`config.mk`:
```
export PLATFORM = sky130hd
export DESIGN_NAME = multicycle_ctrl
export DESIGN_NICKNAME = d
export VERILOG_FILES = /design/src/rtl/multicycle_ctrl.sv
export SDC_FILE = /design/constraint.sdc
export NUM_CORES = 1
export LEC_CHECK = 0
export ABC_AREA = 1
export ABC_CLOCK_PERIOD_IN_PS = 4480
export CAP_MARGIN = 10
export CORE_ASPECT_RATIO = 1.4
export CORE_MARGIN = 10
export CORE_UTILIZATION = 55
export DETAILED_ROUTE_END_ITERATION = 10
export PLACE_DENSITY = 0.84
export SYNTH_ARGS = -nofsm -noshare
export SYNTH_HDL_FRONTEND = slang
export SYNTH_SLANG_ARGS = --single-unit
```
`constraint.sdc`:
```
create_clock -name i_clk -period 4.48 [get_ports i_clk]
set_input_delay 1.344 -clock i_clk [delete_from_list [all_inputs] [get_ports i_clk]]
set_output_delay 1.344 -clock i_clk [all_outputs]
set_load 0.005 [all_outputs]
```
`src/rtl/multicycle_ctrl.sv`:
```
// Multicycle CPU control FSM: FETCH/DECODE/EXEC/MEM/WB with a memory-wait timeout to a sticky FAULT state.
// Each instruction pulses o_pc_we 2-4 cycles after fetch, plus memory waits. Optional o_retired counter under MULTICYCLE_CTRL_RETIRE_CNT_EN.
module multicycle_ctrl #(
  parameter int TIMEOUT = 16
) (
  input  logic        i_clk,
  input  logic        i_rst_n,
  input  logic [5:0]  i_opcode,
  input  logic        i_mem_ready,
  output logic        o_mem_req,
  output logic        o_mem_we,
  output logic        o_ir_we,
  output logic        o_pc_we,
  output logic        o_reg_we,
  output logic        o_memtoreg,
  output logic        o_regdst,
  output logic        o_ALUSrc,
  output logic [1:0]  o_ALUop,
  output logic        o_jump,
  output logic        o_beq,
  output logic        o_bne,
  output logic        o_extOp,
  output logic        o_fault,
  output logic [2:0]  o_state
`ifdef MULTICYCLE_CTRL_RETIRE_CNT_EN
  ,
  output logic [31:0] o_retired
`endif
);

  typedef enum logic [2:0] {
    S_FETCH  = 3'd0,
    S_DECODE = 3'd1,
    S_EXEC   = 3'd2,
    S_MEM    = 3'd3,
    S_WB     = 3'd4,
    S_FAULT  = 3'd7
  } state_t;

  typedef struct packed {
    logic       alusrc;
    logic [1:0] aluop;
    logic       jump;
    logic       beq;
    logic       bne;
    logic       extop;
    logic       regdst;
  } ctrl_t;

  localparam logic [5:0] OP_R    = 6'b000000;
  localparam logic [5:0] OP_LW   = 6'b100011;
  localparam logic [5:0] OP_SW   = 6'b101011;
  localparam logic [5:0] OP_BEQ  = 6'b000100;
  localparam logic [5:0] OP_BNE  = 6'b000101;
  localparam logic [5:0] OP_J    = 6'b000010;
  localparam logic [5:0] OP_ADDI = 6'b001000;
  localparam logic [5:0] OP_ORI  = 6'b001101;
  localparam int         CW      = $clog2(TIMEOUT + 1);

  state_t        state, state_nxt;
  logic [5:0]    op_q;
  logic [5:0]    op_cur;
  logic [CW-1:0] wait_cnt;
  ctrl_t         dec;
  logic          legal;
  logic          in_instr;
  logic          is_lw, is_sw, is_flow;
  logic          xfer_wait;
  logic          expired;

  // The IR is loaded at the end of FETCH, so DECODE sees the opcode live; later states use the latched copy.
  assign op_cur = (state == S_DECODE) ? i_opcode : op_q;

  always_comb begin
    dec   = '0;
    legal = 1'b1;
    case (op_cur)
      OP_R:                 begin dec.aluop = 2'b10; dec.regdst = 1'b1; end
      OP_ADDI, OP_LW, OP_SW: begin dec.alusrc = 1'b1; dec.extop = 1'b1; end
      OP_ORI:               begin dec.alusrc = 1'b1; dec.aluop = 2'b11; end
      OP_BEQ:               begin dec.aluop = 2'b01; dec.extop = 1'b1; dec.beq = 1'b1; end
      OP_BNE:               begin dec.aluop = 2'b01; dec.extop = 1'b1; dec.bne = 1'b1; end
      OP_J:                 dec.jump = 1'b1;
      default:              legal = 1'b0;
    endcase
  end

  assign is_lw     = (op_cur == OP_LW);
  assign is_sw     = (op_cur == OP_SW);
  assign is_flow   = (op_cur == OP_BEQ) || (op_cur == OP_BNE) || (op_cur == OP_J);
  assign in_instr  = (state == S_DECODE) || (state == S_EXEC) || (state == S_MEM) || (state == S_WB);
  assign xfer_wait = ((state == S_FETCH) || (state == S_MEM)) && !i_mem_ready;
  assign expired   = xfer_wait && (wait_cnt == CW'(TIMEOUT - 1));

  always_comb begin
    state_nxt = state;
    case (state)
      S_FETCH:  if (i_mem_ready) state_nxt = S_DECODE;
                else if (expired) state_nxt = S_FAULT;
      S_DECODE: state_nxt = legal ? S_EXEC : S_FAULT;
      S_EXEC:   if (is_flow) state_nxt = S_FETCH;
                else if (is_lw || is_sw) state_nxt = S_MEM;
                else state_nxt = S_WB;
      S_MEM:    if (i_mem_ready) state_nxt = is_sw ? S_FETCH : S_WB;
                else if (expired) state_nxt = S_FAULT;
      S_WB:     state_nxt = S_FETCH;
      S_FAULT:  state_nxt = S_FAULT;
      default:  state_nxt = S_FAULT;
    endcase
  end

  always_ff @(posedge i_clk or negedge i_rst_n) begin
    if (!i_rst_n) begin
      state    <= S_FETCH;
      op_q     <= '0;
      wait_cnt <= '0;
    end else begin
      state <= state_nxt;
      if (state == S_DECODE)
        op_q <= i_opcode;
      if (state_nxt != state)
        wait_cnt <= '0;
      else if (xfer_wait)
        wait_cnt <= wait_cnt + CW'(1);
    end
  end

  // Handshake strobes follow i_mem_ready combinationally; ir_we is masked while reset is held.
  assign o_mem_req  = (state == S_FETCH) || (state == S_MEM);
  assign o_mem_we   = (state == S_MEM) && is_sw;
  assign o_ir_we    = i_rst_n && (state == S_FETCH) && i_mem_ready;
  assign o_pc_we    = ((state == S_EXEC) && is_flow) ||
                      ((state == S_MEM) && is_sw && i_mem_ready) ||
                      (state == S_WB);
  assign o_reg_we   = (state == S_WB);
  assign o_memtoreg = (state == S_WB) && is_lw;
  assign o_regdst   = in_instr && dec.regdst;
  assign o_ALUSrc   = in_instr && dec.alusrc;
  assign o_ALUop    = in_instr ? dec.aluop : 2'b00;
  assign o_jump     = in_instr && dec.jump;
  assign o_beq      = in_instr && dec.beq;
  assign o_bne      = in_instr && dec.bne;
  assign o_extOp    = in_instr && dec.extop;
  assign o_fault    = (state == S_FAULT);
  assign o_state    = state;

`ifdef MULTICYCLE_CTRL_RETIRE_CNT_EN
  always_ff @(posedge i_clk or negedge i_rst_n) begin
    if (!i_rst_n)
      o_retired <= '0;
    else if (o_pc_we)
      o_retired <= o_retired + 32'd1;
  end
`endif

endmodule

```
==> flow_summary_export.csv <==
group,metric,value,unit
outcome,outcome,"complete, but fails checks",
outcome,violations,"negative setup slack",
timing,final.setup.tns,-0.00784,ns
global_routing,met3_usage,0.0403,
final_layout,fin_nets,225,
global_routing,track_usage,0.161,
synthesis,synth_commonest_cells,"24 x nand2_1, 19 x inv_1, 14 x dfrtp_1, 13 x nand2_2, 12 x nor2_2",
pwr,ir_drop,0.157,mV
timing,max_clock_freq,223,MHz
timing,worst_pin_slew,0.642,ns
synthesis,syn_area_per_cell,8.17,sq um
worst_hold_path,whs_path_depth,2,
synthesis,yosysWarningCount,0,
clock_tree,clk_latency,0.30,ns
clock_tree,cts_max_path_buffers,2,
detailed_routing,wirelength,3760,um
critical_path,worst_ep_required_time,3.14,ns
synthesis,synth_cells,165,
global_routing,grt_antenna_before_repair,0,
critical_path,rr_startpoint,"o_state[0]",
timing,finalHoldViolCount,0,
global_routing,grt_util_met2,0.287,
global_routing,busiest_layer,"met2",
synthesis,synth_edf_count,0,
final_layout,fill_cells,164,
pwr,leakage,0.929,nW
worst_hold_path,hold_path.class,"flip-flop to flip-flop",
timing,slew_viol_final,0,
synthesis,syn-num-nets,176,
detailed_routing,wire_per_inst,15.9,um
final_layout,antennaDiodeCount,0,
floorplan,die_w,61.9,um
critical_path,worstSetupPathType,"primary input to output pin",
placement,hpwl,2740,um
critical_path,crit_fanout,3,
timing,timing.final.ws_setup,-0.00784,ns
clock_tree,cts_sinks,14,
synthesis,yosysTopAreaCellShare,0.260,
critical_path,slowest_delay,0.49,ns
synthesis,synth.area.top_cells,"dfrtp_1 26%, nand2_4 9.2%, nand3_2 6.7%, nand2_1 6.7%, nand2_2 6.0%",
critical_path,path_common_cell,"nand2_2",
synthesis,yosysTopAreaCell,"dfrtp_1",
detailed_routing,viasPerCell,5.68,
timing,rsz0062_at_grt,"yes",
detailed_routing,initialDrtViolationCount,61,
critical_path,r2r_cells,14,
global_routing,grt_max_degree,15,
timing,setup_viol,1,
worst_hold_path,min_from,"op_q[0]",
detailed_routing,drtPass1Iterations,4,
synthesis,syn_area,1350,sq um
clock_tree,cts_tree,"yes",
critical_path,worstPathCellList,"clkdlybuf4s50_1 > nand3b_1 > nand2_2 > nor2_4 > nand3_2 > nand2_2 > nor2_2 > nand2_2 > nand3_2 > nor2_4 > nand3_4 > nor2_2 > clkdlybuf4s15_2",
pwr,power_density,128,nW/um^2
clock_tree,clk_pin_slew,0.10,ns
critical_path,startpoint_type,"primary input",
floorplan,rows,21,
critical_path,end_kind,"output pin",
timing,fin_crit_sh,1.00,
final_layout,layout-drive-gt1-share,0.418,
synthesis,synth_seq_cells,14,
synthesis,ys_types,34,
timing,worst_clock_skew,0.00749,ns
final_layout,synthToLayoutAreaGrowth,37.9,%
timing,worst_hold_slack,0.555,ns
clock_tree,cts.htree.levels,1,
detailed_routing,ant_nets,0,
clock_tree,numCtsBuffers,3,
global_routing,grt_overflow,0,
critical_path,r2r_slack,2.02,ns
worst_hold_path,holdPathEnd,"op_q[0]",
critical_path,worstReg2RegEnd,"o_state[2]",
synthesis,ys_async_sr_fraction,1.00,
synthesis,yosys_most_used_dff,"dfrtp_1",
detailed_routing,routed-via-count,1341,
timing,finalCriticalPeriod,4.49,ns
timing,slew_headroom,0.568,
final_layout,register_area,350,sq um
floorplan,initial_core_util,0.570,
global_routing,grt_pass1_wl,6150,um
floorplan,core_area,2360,sq um
final_layout,multiInputGateArea,935,sq um
critical_path,arrival,3.14,ns
floorplan,ios,27,
placement,globalplace.congestion,0.939,
synthesis,seq_area_frac_synth,0.260,
clock_tree,cts_root_buffer,"clkbuf_4",
floorplan,die_area,4860,sq um
job,cap_viol_max_count,0,
critical_path,crit_slowest_cell,"clkdlybuf4s50_1",
floorplan,die_y,78.6,um
global_routing,use_met1,0.172,
global_routing,grt_pass1_vias,1368,
detailed_routing,drc,0,
synthesis,post-synth-top-count-cell,"nand2_1",
placement,port_buffers,26,
==> power breakdown <==
group          switching, mW  internal (mW)
combinational        0.00672        0.00767
sequential                 0          0.126
clock                 0.0484         0.0496
total                 0.0551          0.184
==> logic make-up after synthesis <==
kind of cell,after synthesis,synth area share
AND/OR/NAND/NOR,110,0.546
buffers and inverters,24,0.0900
flip-flops,14,0.260
AO/OA/AOI/OAI,10,0.0520
XOR/XNOR,4,0.0260
adder cells (fa/ha/maj),2,0.0185
multiplexers,1,0.00742
==> cell usage in the layout, fill, tap and decap left out, types with 2 or more instances in the layout <==
cell type	synthesis	layout
dlymetal6s2s_1	0	4
dlygate4sd2_1	0	4
xor2_1	3	3
dfrtp_1	14	14
nand2_1	24	23
nand2_4	11	12
nand2_2	13	13
clkdlybuf4s50_1	0	17
nor2_1	11	11
inv_1	19	19
ha_1	2	2
nand3b_1	4	4
o21ai_0	2	2
nor2_2	12	10
nand3_2	9	12
clkbuf_4	1	3
nand4_1	4	4
a31oi_1	2	2
nor4_2	1	2
nand3_1	10	7
nor2_4	5	7
buf_4	1	23
==> repair_timing <==
| action | 4_1_cts | 5_1_grt |
|---|---|---|
| endpoints found under the setup margin | 8 | 6 |
| pin swaps | 7 | 4 |
| buffers inserted | 1 | 1 |
| hold buffers | 0 | 0 |
| resized for setup | 12 | 11 |
==> metal layers <==
metal  wire (um)  vias to the layer above
met3         215                       13
met2        2000                       53
met4         108                        0
met1        1440                      640
li1            -                      635
met5           0                        -
==> through the flow <==
stage | cell area, sq um | worst slack (ns) | cells | utilization | total power [mW]
finish | 1860 | -0.00784 | 236 | 0.787 | 0.239
global route | 1860 | -0.147 | 236 | 0.787 | 0.247
floorplan | 1350 | 0.658 | 165 | - | 0.131
CTS | 1810 | -0.00226 | 235 | 0.765 | 0.239
global placement | 1750 | -0.273 | 230 | 0.738 | 0.143
detailed placement | 1750 | -0.327 | 230 | 0.738 | 0.143
==> worst max-delay path, delay by kind of cell <==
family,cells,cell delay (ns)
AND/OR/NAND/NOR,11,1.11
buffers and inverters,2,0.69
==> sequential cells by signal, indices dropped and copies added (netlist names) <==
signal    cells
wait_cnt      5
o_state       3
op_q          6
==> worst max-delay path by stage <==
stage | from | endpoint | cells after the start
after floorplan | i_mem_ready | o_fault | 10
after global placement | i_opcode[0] | o_fault | 14
after detailed placement | i_opcode[0] | o_fault | 14
final | i_opcode[3] | o_fault | 13
after global routing | i_opcode[3] | o_fault | 13
after CTS | i_opcode[3] | o_mem_we | 7
==> area by class of cell <==
type | count | area share
clock buffers | 4 | 0.0195
inverters | 19 | 0.0383
multi-input cells | 127 | 0.502
flip-flops and latches | 14 | 0.188
well taps | 23 | 0.0155
repair buffers | 49 | 0.236
(Power assumes the default switching activity.)
